--- src/rtl/upf_power_sequencer.sv ---
// Power-domain sequencer: clock-stop, isolate, retain, switch off, and the reverse on wake.
// Outputs are a Moore decode of the registered state; ERR is a sticky PWR_ACK-timeout flag.
module upf_power_sequencer #(
  parameter int unsigned SETTLE_CYCLES = 4,
  parameter int unsigned ACK_TIMEOUT   = 15
) (
  input  logic       clk_i,
  input  logic       reset_i,
  input  logic       sleep_req_i,
  input  logic       wake_req_i,
  input  logic       pwr_ack_i,
  input  logic       err_clr_i,
  output logic       clk_en_o,
  output logic       iso_o,
  output logic       ret_o,
  output logic       pwr_o,
  output logic       sleep_ack_o,
  output logic       busy_o,
  output logic       err_o,
  output logic [3:0] state_o
);

  typedef enum logic [3:0] {
    S_RUN      = 4'd0,
    S_STOP_CLK = 4'd1,
    S_ISOLATE  = 4'd2,
    S_SAVE     = 4'd3,
    S_PD       = 4'd4,
    S_OFF      = 4'd5,
    S_PU       = 4'd6,
    S_RESTORE  = 4'd7,
    S_DEISO    = 4'd8
  } state_e;

  localparam logic [7:0] SETTLE_LAST = 8'(SETTLE_CYCLES - 1);
  localparam logic [7:0] ACK_LAST    = 8'(ACK_TIMEOUT - 1);

  state_e     state_q, state_d;
  logic [7:0] cnt_q, cnt_d;
  logic       err_q, err_d;
  logic       timeout_set;

  always_ff @(posedge clk_i) begin
    if (reset_i) begin
      state_q <= S_RUN;
      cnt_q   <= 8'd0;
      err_q   <= 1'b0;
    end else begin
      state_q <= state_d;
      cnt_q   <= cnt_d;
      err_q   <= err_d;
    end
  end

  always_comb begin
    state_d     = state_q;
    timeout_set = 1'b0;
    clk_en_o    = 1'b0;
    iso_o       = 1'b1;
    ret_o       = 1'b0;
    pwr_o       = 1'b1;
    busy_o      = 1'b1;
    sleep_ack_o = 1'b0;
    case (state_q)
      S_RUN: begin
        clk_en_o = 1'b1;
        iso_o    = 1'b0;
        busy_o   = 1'b0;
        // Wake wins when both requests are high.
        if (sleep_req_i && !wake_req_i) state_d = S_STOP_CLK;
      end
      S_STOP_CLK: begin
        iso_o   = 1'b0;
        state_d = S_ISOLATE;
      end
      S_ISOLATE: state_d = S_SAVE;
      S_SAVE: begin
        ret_o = 1'b1;
        if (cnt_q == SETTLE_LAST) state_d = S_PD;
      end
      S_PD: begin
        ret_o = 1'b1;
        pwr_o = 1'b0;
        if (!pwr_ack_i) begin
          state_d = S_OFF;
        end else if (cnt_q == ACK_LAST) begin
          state_d     = S_OFF;
          timeout_set = 1'b1;
        end
      end
      S_OFF: begin
        ret_o       = 1'b1;
        pwr_o       = 1'b0;
        busy_o      = 1'b0;
        sleep_ack_o = 1'b1;
        if (wake_req_i) state_d = S_PU;
      end
      S_PU: begin
        ret_o = 1'b1;
        if (pwr_ack_i) begin
          state_d = S_RESTORE;
        end else if (cnt_q == ACK_LAST) begin
          state_d     = S_OFF;
          timeout_set = 1'b1;
        end
      end
      S_RESTORE: state_d = S_DEISO;
      S_DEISO: begin
        iso_o   = 1'b0;
        state_d = S_RUN;
      end
      default: state_d = S_RUN;
    endcase
  end

  // Counter restarts on each state entry and saturates instead of wrapping.
  always_comb begin
    cnt_d = cnt_q;
    if (state_d != state_q)  cnt_d = 8'd0;
    else if (cnt_q != 8'hFF) cnt_d = cnt_q + 8'd1;
  end

  assign err_d   = timeout_set | (err_q & ~err_clr_i);
  assign err_o   = err_q;
  assign state_o = state_q;

endmodule

--- config.mk ---
export PLATFORM = sky130hd
export DESIGN_NAME = upf_power_sequencer
export DESIGN_NICKNAME = d
export VERILOG_FILES = /design/src/rtl/upf_power_sequencer.sv
export SDC_FILE = /design/constraint.sdc
export NUM_CORES = 1
export LEC_CHECK = 0
export CORE_MARGIN = 2
export CORE_UTILIZATION = 35
export DETAILED_ROUTE_END_ITERATION = 10
export PLACE_DENSITY_LB_ADDON = 0.08
export SETUP_SLACK_MARGIN = 0.05
export SLEW_MARGIN = 20
export SYNTH_ARGS = -nofsm -noshare
export SYNTH_HDL_FRONTEND = slang
export SYNTH_SLANG_ARGS = --single-unit
--- constraint.sdc ---
create_clock -name clk_i -period 2 [get_ports clk_i]
set_input_delay 0.4 -clock clk_i [delete_from_list [all_inputs] [get_ports clk_i]]
set_output_delay 0.4 -clock clk_i [all_outputs]
set_load 0.02 [all_outputs]
# Word level (Yosys, flattened, before mapping)
# Cells that the tools add are included.
totals:
  rom_bits: 0
  latch_bits: 0
  input_bits: 6
  reg_bits: 13
  out_inout_bits: 11
  memories: 0
  elab_cells: 44
  mem_bits_rw: 0
op_classes:
  eq_ne: 12
  n_bitwise: 3
  div: 0
  n_reduce_logical: 8
  mux: 17
  add_sub_neg: 1
  shifts: 0
  magnitude_cmp: 0
  n_mul: 0
ops:
  columns: ["cell", "count"]
  rows:
  - ["$pmux W4 S8", 1]
  - ["$mux W4", 6]
  - ["$eq A4 B3 Y1 const B", 4]
  - ["$mux W1", 9]
  - ["$add A8 B1 Y8 const B", 1]
  - ["$eq A4 B2 Y1 const B", 2]
  - ["$eq A8 B2 Y1 const B", 1]
  - ["$eq A8 B4 Y1 const B", 1]
  - ["$ne A8 B8 Y1 const B", 1]
  - ["$reduce_or A2 Y1", 3]
  - ["$eq A4 B1 Y1 const B", 1]
  - ["$eq A4 B4 Y1 const B", 1]
  - ["$logic_not A4 Y1", 1]
  - ["$ne A4 B4 Y1", 1]
  - ["$reduce_or A4 Y1", 1]
  - ["$reduce_or A3 Y1", 1]
  - ["$pmux W1 S2", 1]
  - ["$and A1 B1 Y1", 1]
  - ["$logic_and A1 B1 Y1", 1]
  - ["$logic_not A1 Y1", 1]
  - ["$not A1 Y1", 1]
  - ["$or A1 B1 Y1", 1]

# Depth between registers and ports, before layout
# Gate-level depths: netlist (run 1).
depth:
  ltp_word: 6
  ltp_mapped: 7
  mapped_depth_nobuf: 6

# Worst setup path before layout (run 1)
# OpenSTA, ideal clock, no wires.
synth_timing:
  kind: "register -> output"
  startpoint: "reg state_q[1] (netlist: state_o[1])"
  endpoint: "out busy_o"
  t_arrival_ns: 1.633
  n_path_buf: 1
  required_ns: 1.600
  path_stages_with_launch: 4
  setup_slack_ns: -0.033
  path_cell_list: "dfxtp_1 > buf_2 > nor4_1 > nor2_1"
synth_via:
  elab_chain_cells: 3
  word_cells_on_any_way: 4
  cone_classes: "eq/ne: 1; mux: 1; reduce/logical: 2"
synth_lines:
  columns: ["element", "line", "source"]
  rows:
  - ["start, declared", "38", "state_e state_q, state_d;"]
  - ["start signal, assigned", "49", "state_q <= state_d;"]
  - ["$eq A4 B3 Y1 or $logic_not A4 Y1 (tied branches)", "64", "case (state_q)"]
  - ["$reduce_or A2 Y1 (no line) (*)", null, null]
  - ["$mux W1 (*)", "64", null]
  - ["end, declared", "18", "output logic busy_o,"]
# Mark *: on every way between the ends. The rest lies on a longest branch, timed or not.

# Worst setup path in the final report (run 1)
layout_timing:
  startpoint: "reg state_q[3] (netlist: state_o[3])"
  endpoint: "out state_o[3]"
layout_lines:
  columns: ["element", "line", "source"]
  rows:
  - ["end, declared", "20", "output logic [3:0] state_o"]
# No word-level cell between the ends.

==> metrics.md, run 1 <==
| Metric | Value |
|---|---|
| Synthesized net count | `around 110` |
| R2R depth | `7` |
| Drt via density | `between 5 and 6` |
| Setup ws final | `0.101 ns` |
| Commonest non-fill, non-tap cell in the layout | `nor2_1` |
| DIE AREA | `0.00275 mm²` |
| Placer Congestion | `about 0.8` |
| Pin count of the biggest net entering global routing | `12` |
| Detail Route Antenna Nets | `0` |
| Logic pwr share | `0.245` |
| Die Height | `~52 µm` |
| FILL cells | `about 230` |
| Synthesis-stage register bit count | `13` |
| Crit Path Class | `reg2out` |
| Clock Latency Late Sink | `around 0.27 ns` |
| Share of the synthesized area in the top cell type | `0.317` |
| Synthesized area per cell | `8.13 µm²` |
| Num CTS Buffers | `3` |
| Leading area contributor after synthesis | `dfxtp_1` |
| Inst Count DP | `approximately 150` |
| Port bufs | `16` |
| I/O pins | `17` |
| Vias | `roughly 830` |
| Clock power frac | `0.273` |
| Global route total overflow | `0` |
| Slowest stage delay, CP | `0.60 ns` |
| P_sw | `165 µW` |
| Pwr per Cell Area | `around 520 mW/mm²` |
| Core ar. | `0.00221 mm²` |
| Row cnt | `17` |
| Post-Layout Cell Count | `155` |
| Tcrit/Tclk final | `0.950` |
| Status | `finished, final reports clean` |
| Drt pass-1 iters | `4` |
| Starting Density | `0.371` |
| Critical Path RT | `1.60 ns` |
| CP max FO | `6` |
| Mapped Cells | `101` |
| Die X | `52.4 µm` |
| Initial antenna violation count | `0` |
| CTS hold repair buffers | `0` |
| Layout Nets | `136` |
| Maximum vdd drop | `0.317 mV` |
| CTS root buf | `clkbuf_4` |
| # DRC | `0` |
| DP Wirelength | `1520 µm` |
| Final setup TNS | `0 ns` |
| Crit path cell chain | `buf_4, clkdlybuf4s50_1` |
| RSZ-0062 raised after global routing | `yes` |
| Syn Std Cell Area | `821 µm²` |
| Synth area leaders | `dfxtp_1 (32%), nor2_1 (6.4%), nand3_1 (5.5%), and4bb_2 (3.0%), ha_1 (3.0%)` |
| # Max-Cap Violations | `0` |
| Seq pwr share | `0.482` |
| Final wirelength | `1930 µm` |
| First-pass GRT wire length | `3350 µm` |
| Clock skew | `0.00882 ns` |
| Gr usage total | `0.163` |
| DR iter-0 viols | `12` |
| CP arrival | `1.50 ns` |
| CTS Buffer Depth | `2` |
| Int Power | `between 400 and 500 µW` |
| Diodes inserted | `0` |
| Hold Path Class | `reg2reg` |
| Min Tclk post-route | `roughly 1.9 ns` |
| Fin area | `approximately 0.0011 mm²` |
| Hold Path Depth | `2` |
| CP Capture Type | `output pin` |
| Routed length per instance | `about 12 µm` |
| Worst slew pin tran | `0.432 ns` |
| Switch share | `0.283` |
| CTS tree | `yes` |
| Final setup viols | `0` |
| Leak Pwr | `0.433 nW` |
| Most frequent cells in the layout | `nor2_1 (14), dfxtp_1 (11), buf_4 (11)` |
| CTS Sinks | `13` |
| Share of layout cells above drive strength 1 | `0.220` |
| Worst setup SP type | `flip-flop` |
| DP Area | `around 0.0011 mm²` |
| Final hold vios | `0` |
| Pre-CTS WS | `0.0989 ns` |
| Clock slew at reported path FFs | `0.08 ns` |
| Final slew viol count | `0` |
| CTS H-tree depth | `1` |
| Slowest cell on crit path | `clkdlybuf4s50_1` |
| Vias in the first global route | `788` |
| Synth warn | `0` |
| Unique masters post-synth | `39` |
| Slew HR | `0.711` |
| Fmax | `approximately 530 MHz` |
| P&R area growth vs syn | `35.4%` |
| Register area share after synthesis | `0.317` |
## kinds of logic after synthesis
group,after synthesis,share of synthesized area
fa+ha+maj,2,0.0305
simple gates,51,0.361
compound gates,19,0.180
buf+inv,11,0.0564
mux,1,0.0122
xor+xnor,4,0.0427
flops,13,0.317
## through the flow
stage	hold slack (ns)	utilization	total power, mW
detailed placement	0.485	0.489	0.433
floorplan	0.469	-	0.368
global route	0.550	0.502	0.619
CTS	0.504	0.498	0.591
global placement	0.471	0.489	0.431
finish	0.498	0.502	0.582
## worst max-delay path, delay by kind of cell, from the launching register on
| kind | cells | cell delay [ns] |
|---|---|---|
| buffers and inverters | 2 | 0.79 |
| DFF | 1 | 0.44 |
## worst paths after layout
check / startpoint / to / slack, ns
worst max-delay path: state_o[3] / state_o[3] / 0.10
worst max register to register: state_o[0] / cnt_q[1] / 0.25
worst min-delay path: err_o / err_o / 0.50
worst min register to register: err_o / err_o / 0.50
## area by class of cell
class | count | area, µm² | share of cell area
Inverter | 6 | 22.5 | 0.0203
Multi-Input combinational cell | 77 | 529 | 0.476
Clock buffer | 4 | 26.3 | 0.0236
Tap cell | 28 | 35.0 | 0.0315
Timing Repair Buffer | 27 | 235 | 0.212
Sequential cell | 13 | 263 | 0.236
## power groups by stage
stage	Clock [mW]	Sequential, mW	Combinational (mW)
6_report	0.159	0.281	0.142
5_1_grt	0.180	0.282	0.156
4_1_cts	0.170	0.280	0.141
3_5_place_dp	0	0.286	0.147
3_3_place_gp	0	0.285	0.145
2_1_floorplan	0	0.286	0.0815
## metal layers
metal | wire, µm | GRT usage
met1 | 878 | 0.195
met2 | 968 | 0.281
met3 | 64 | 0.0257
met4 | 17 | 0.0769
met5 | 0 | 0
## timing repair
action                     CTS  global route
setup endpoints to repair    7             2
buffers inserted             0             0
gates resized for setup      8             1
cloned                       0             0
## synthesized netlist by cell type
master	instances
nand4_1	2
a211oi_2	1
clkbuf_2	1
ha_1	2
or2_2	2
and4bb_2	2
xor2_1	2
a211oi_1	1
inv_1	6
a311oi_2	1
a311o_1	1
buf_2	3
nand2b_1	4
o21ai_0	3
nor4_4	1
o21a_1	1
nor3_1	2
and4_2	1
nor3_2	1
a31oi_1	2
nor2b_1	1
and3_1	1
o311a_1	1
clkbuf_1	1
xnor2_1	2
nand2_1	5
o21ai_2	1
nor4_1	3
nor3b_1	2
dfxtp_1	13
and3_2	1
a211o_1	1
nand3_1	9
a31o_1	1
a21oi_1	3
mux2i_1	1
nor2_1	14
a22oi_1	1
o221ai_1	1
## flip-flops by register name, indices dropped and copies added, names as in the netlist
| name | cells |
|---|---|
| state_o | 4 |
| cnt_q | 8 |
| err_o | 1 |
(Power assumes the default switching activity.)
==> inputs of run 2 (changes only) <==
--- a/config.mk
+++ b/config.mk
@@ -6,7 +6,7 @@
 export NUM_CORES = 1
 export LEC_CHECK = 0
 export CORE_MARGIN = 2
-export CORE_UTILIZATION = 35
+export CORE_UTILIZATION = 49
 export DETAILED_ROUTE_END_ITERATION = 10
 export PLACE_DENSITY_LB_ADDON = 0.08
 export SETUP_SLACK_MARGIN = 0.05
==> run 2 against run 1 <==
Combinational power is 3% lower. Cell count is 9.0% lower. Sequential share of layout area is 0.65 points higher. Largest cell class unchanged. Register-to-register slack worse by 0.05 ns. Clock skew down 0.0060 ns. Die area shrank 27%. Largest power group unchanged. Maximum frequency is 4.9% higher.
==> metrics.md, run 2 (synthesis gave the netlist of run 1 again) <==
| Metric | Value |
|---|---|
| Status | `finished, final reports clean (unchanged)` |
| Drt pass-1 iters | `4 (unchanged)` |
| Hold Path Class | `reg2reg (unchanged)` |
| Global route total overflow | `0 (unchanged)` |
| Core ar. | `0.00154 mm² (was 0.00221 mm²)` |
| First-pass GRT wire length | `3350 µm (unchanged)` |
| # DRC | `0 (unchanged)` |
| DR iter-0 viols | `14 (was 12)` |
| Post-CTS Setup Repair Bufs | `0 (unchanged)` |
| Maximum vdd drop | `0.496 mV (was 0.317 mV)` |
| Diodes inserted | `0 (unchanged)` |
| Final setup TNS | `0 ns (unchanged)` |
| Die X | `44.9 µm (was 52.4 µm)` |
| Total power | `575 µW (was 582 µW)` |
| Fmax | `552 MHz (was 526 MHz)` |
| Slew HR | `0.680 (was 0.711)` |
| Pre-CTS WS | `0.101 ns (was 0.0989 ns)` |
| Number of gates resized after CTS | `7 (was 8)` |
| Multi-input logic area | `520 µm² (was 529 µm²)` |
| Worst Hold Path EP | `err_o (unchanged)` |
| Worst setup SP type | `flip-flop (unchanged)` |
| FILL cells | `133 (was 225)` |
| CP max FO | `10 (was 6)` |
| RSZ-0062 raised after global routing | `no (was yes)` |
| CTS hold repair buffers | `0 (unchanged)` |
| Biggest register | `cnt_q (unchanged)` |
| Die Height | `44.9 µm (was 52.4 µm)` |
| Most frequent cells in the layout | `nor2_1 (14), dfxtp_1 (12), nand3_1 (9), buf_4 (9), clkdlybuf4s50_1 (8) (was nor2_1 (14), dfxtp_1 (11), buf_4 (11))` |
| Port bufs | `16 (unchanged)` |
| Final slew viol count | `0 (unchanged)` |
| I/O pins | `17 (unchanged)` |
| Vias in the first global route | `805 (was 788)` |
| Layout Nets | `134 (was 136)` |
| Worst slew pin tran | `0.479 ns (was 0.432 ns)` |
| Routed length per instance | `13.4 µm (was 12.4 µm)` |
| Min Tclk post-route | `1.81 ns (was 1.90 ns)` |
| Drt via density | `5.82 (was 5.38)` |
| CP Capture Type | `output pin (unchanged)` |
| Leak Pwr | `0.451 nW (was 0.433 nW)` |
| Max reg flops | `8 (unchanged)` |
| Reg2Reg Setup Slack | `0.20 ns (was 0.25 ns)` |
| R2r endpoint | `cnt_q[1] (unchanged)` |
| Pwr per Cell Area | `535 mW/mm² (was 524 mW/mm²)` |
| # Max-Cap Violations | `0 (unchanged)` |
| Final setup viols | `0 (unchanged)` |
| Pin count of the biggest net entering global routing | `11 (was 12)` |
| Setup ws final | `0.190 ns (was 0.101 ns)` |
| CTS tree | `yes (unchanged)` |
| CTS Buffer Depth | `2 (unchanged)` |
| Clock slew at reported path FFs | `0.07 ns (was 0.08 ns)` |
| Area occupied by registers | `262 µm² (was 263 µm²)` |
| CTS H-tree depth | `1 (unchanged)` |
| Share of layout cells above drive strength 1 | `0.200 (was 0.220)` |
| P&R area growth vs syn | `31.1% (was 35.4%)` |
| Critical Path RT | `1.60 ns (about the same)` |
| Hold Path Depth | `2 (unchanged)` |
| CTS Sinks | `13 (unchanged)` |
| Commonest non-fill, non-tap cell in the layout | `nor2_1 (unchanged)` |
| Starting Density | `0.532 (was 0.371)` |
| DP Wirelength | `1490 µm (was 1520 µm)` |
| DIE AREA | `0.00202 mm² (was 0.00275 mm²)` |
| Num CTS Buffers | `3 (unchanged)` |
| CP arrival | `1.41 ns (was 1.50 ns)` |
| R2R Path Start | `state_o[0] (unchanged)` |
| Crit Path Class | `reg2out (unchanged)` |
| Clock skew | `0.00279 ns (was 0.00882 ns)` |
| R2R depth | `7 (unchanged)` |
| Min-delay src | `err_o (unchanged)` |
| Final wirelength | `1890 µm (was 1930 µm)` |
| Placer Congestion | `0.803 (was 0.790)` |
| Clock Latency Late Sink | `0.27 ns (about the same)` |
| Initial antenna violation count | `0 (unchanged)` |
| CTS root buf | `clkbuf_4 (unchanged)` |
| Final hold vios | `0 (unchanged)` |
| Row cnt | `14 (was 17)` |
| Gr usage total | `0.223 (was 0.163)` |
| Detail Route Antenna Nets | `0 (unchanged)` |
| Tcrit/Tclk final | `0.905 (was 0.950)` |
| Vias | `820 (was 834)` |
## run 2: report_power, final
part           total (mW)  switching, mW  leakage (nW)  internal [mW]
Clock               0.158         0.0808        0.0150         0.0772
Sequential          0.280         0.0117         0.106          0.268
Combinational       0.138         0.0705         0.330         0.0671
## run 2: worst max-delay path by stage
stage                          start         end
final                     state_o[3]       iso_o
after global routing      state_o[0]    cnt_q[1]
after CTS                 state_o[0]  state_o[0]
after detailed placement  wake_req_i    cnt_q[7]
after global placement    wake_req_i    cnt_q[0]
after floorplan           state_o[0]      busy_o
## run 2: final cells by class
| cell class | instances | share of cell area |
|---|---|---|
| Inverter | 6 | 0.0209 |
| Clock buffer | 4 | 0.0244 |
| Tap cell | 16 | 0.0186 |
| Multi-Input combinational cell | 77 | 0.484 |
| Timing Repair Buffer | 25 | 0.209 |
| Sequential cell | 13 | 0.243 |
## run 2: stage by stage
stage | cell area, µm² | std cells | util | hold WS, ns
after floorplan | 827 | 101 | - | 0.469
after global placement | 1050 | 137 | 0.682 | 0.473
after detailed placement | 1050 | 137 | 0.682 | 0.502
after CTS | 1070 | 141 | 0.695 | 0.520
after global routing | 1080 | 141 | 0.698 | 0.574
final | 1080 | 141 | 0.698 | 0.506
## run 2: worst max-delay path: stages (launching register included)
cell and delay, ns:
dfxtp_1 0.35, buf_4 0.19, a211o_1 0.29, dlygate4sd2_1 0.32
## run 2: routing by layer
layer | vias to the layer above | global-route usage | part of all wire
li1 | 412 | - | -
met1 | 381 | 0.257 | 0.42
met2 | 19 | 0.377 | 0.51
met3 | 8 | 0.0400 | 0.035
met4 | 0 | 0.141 | 0.029
met5 | - | 0 | 0
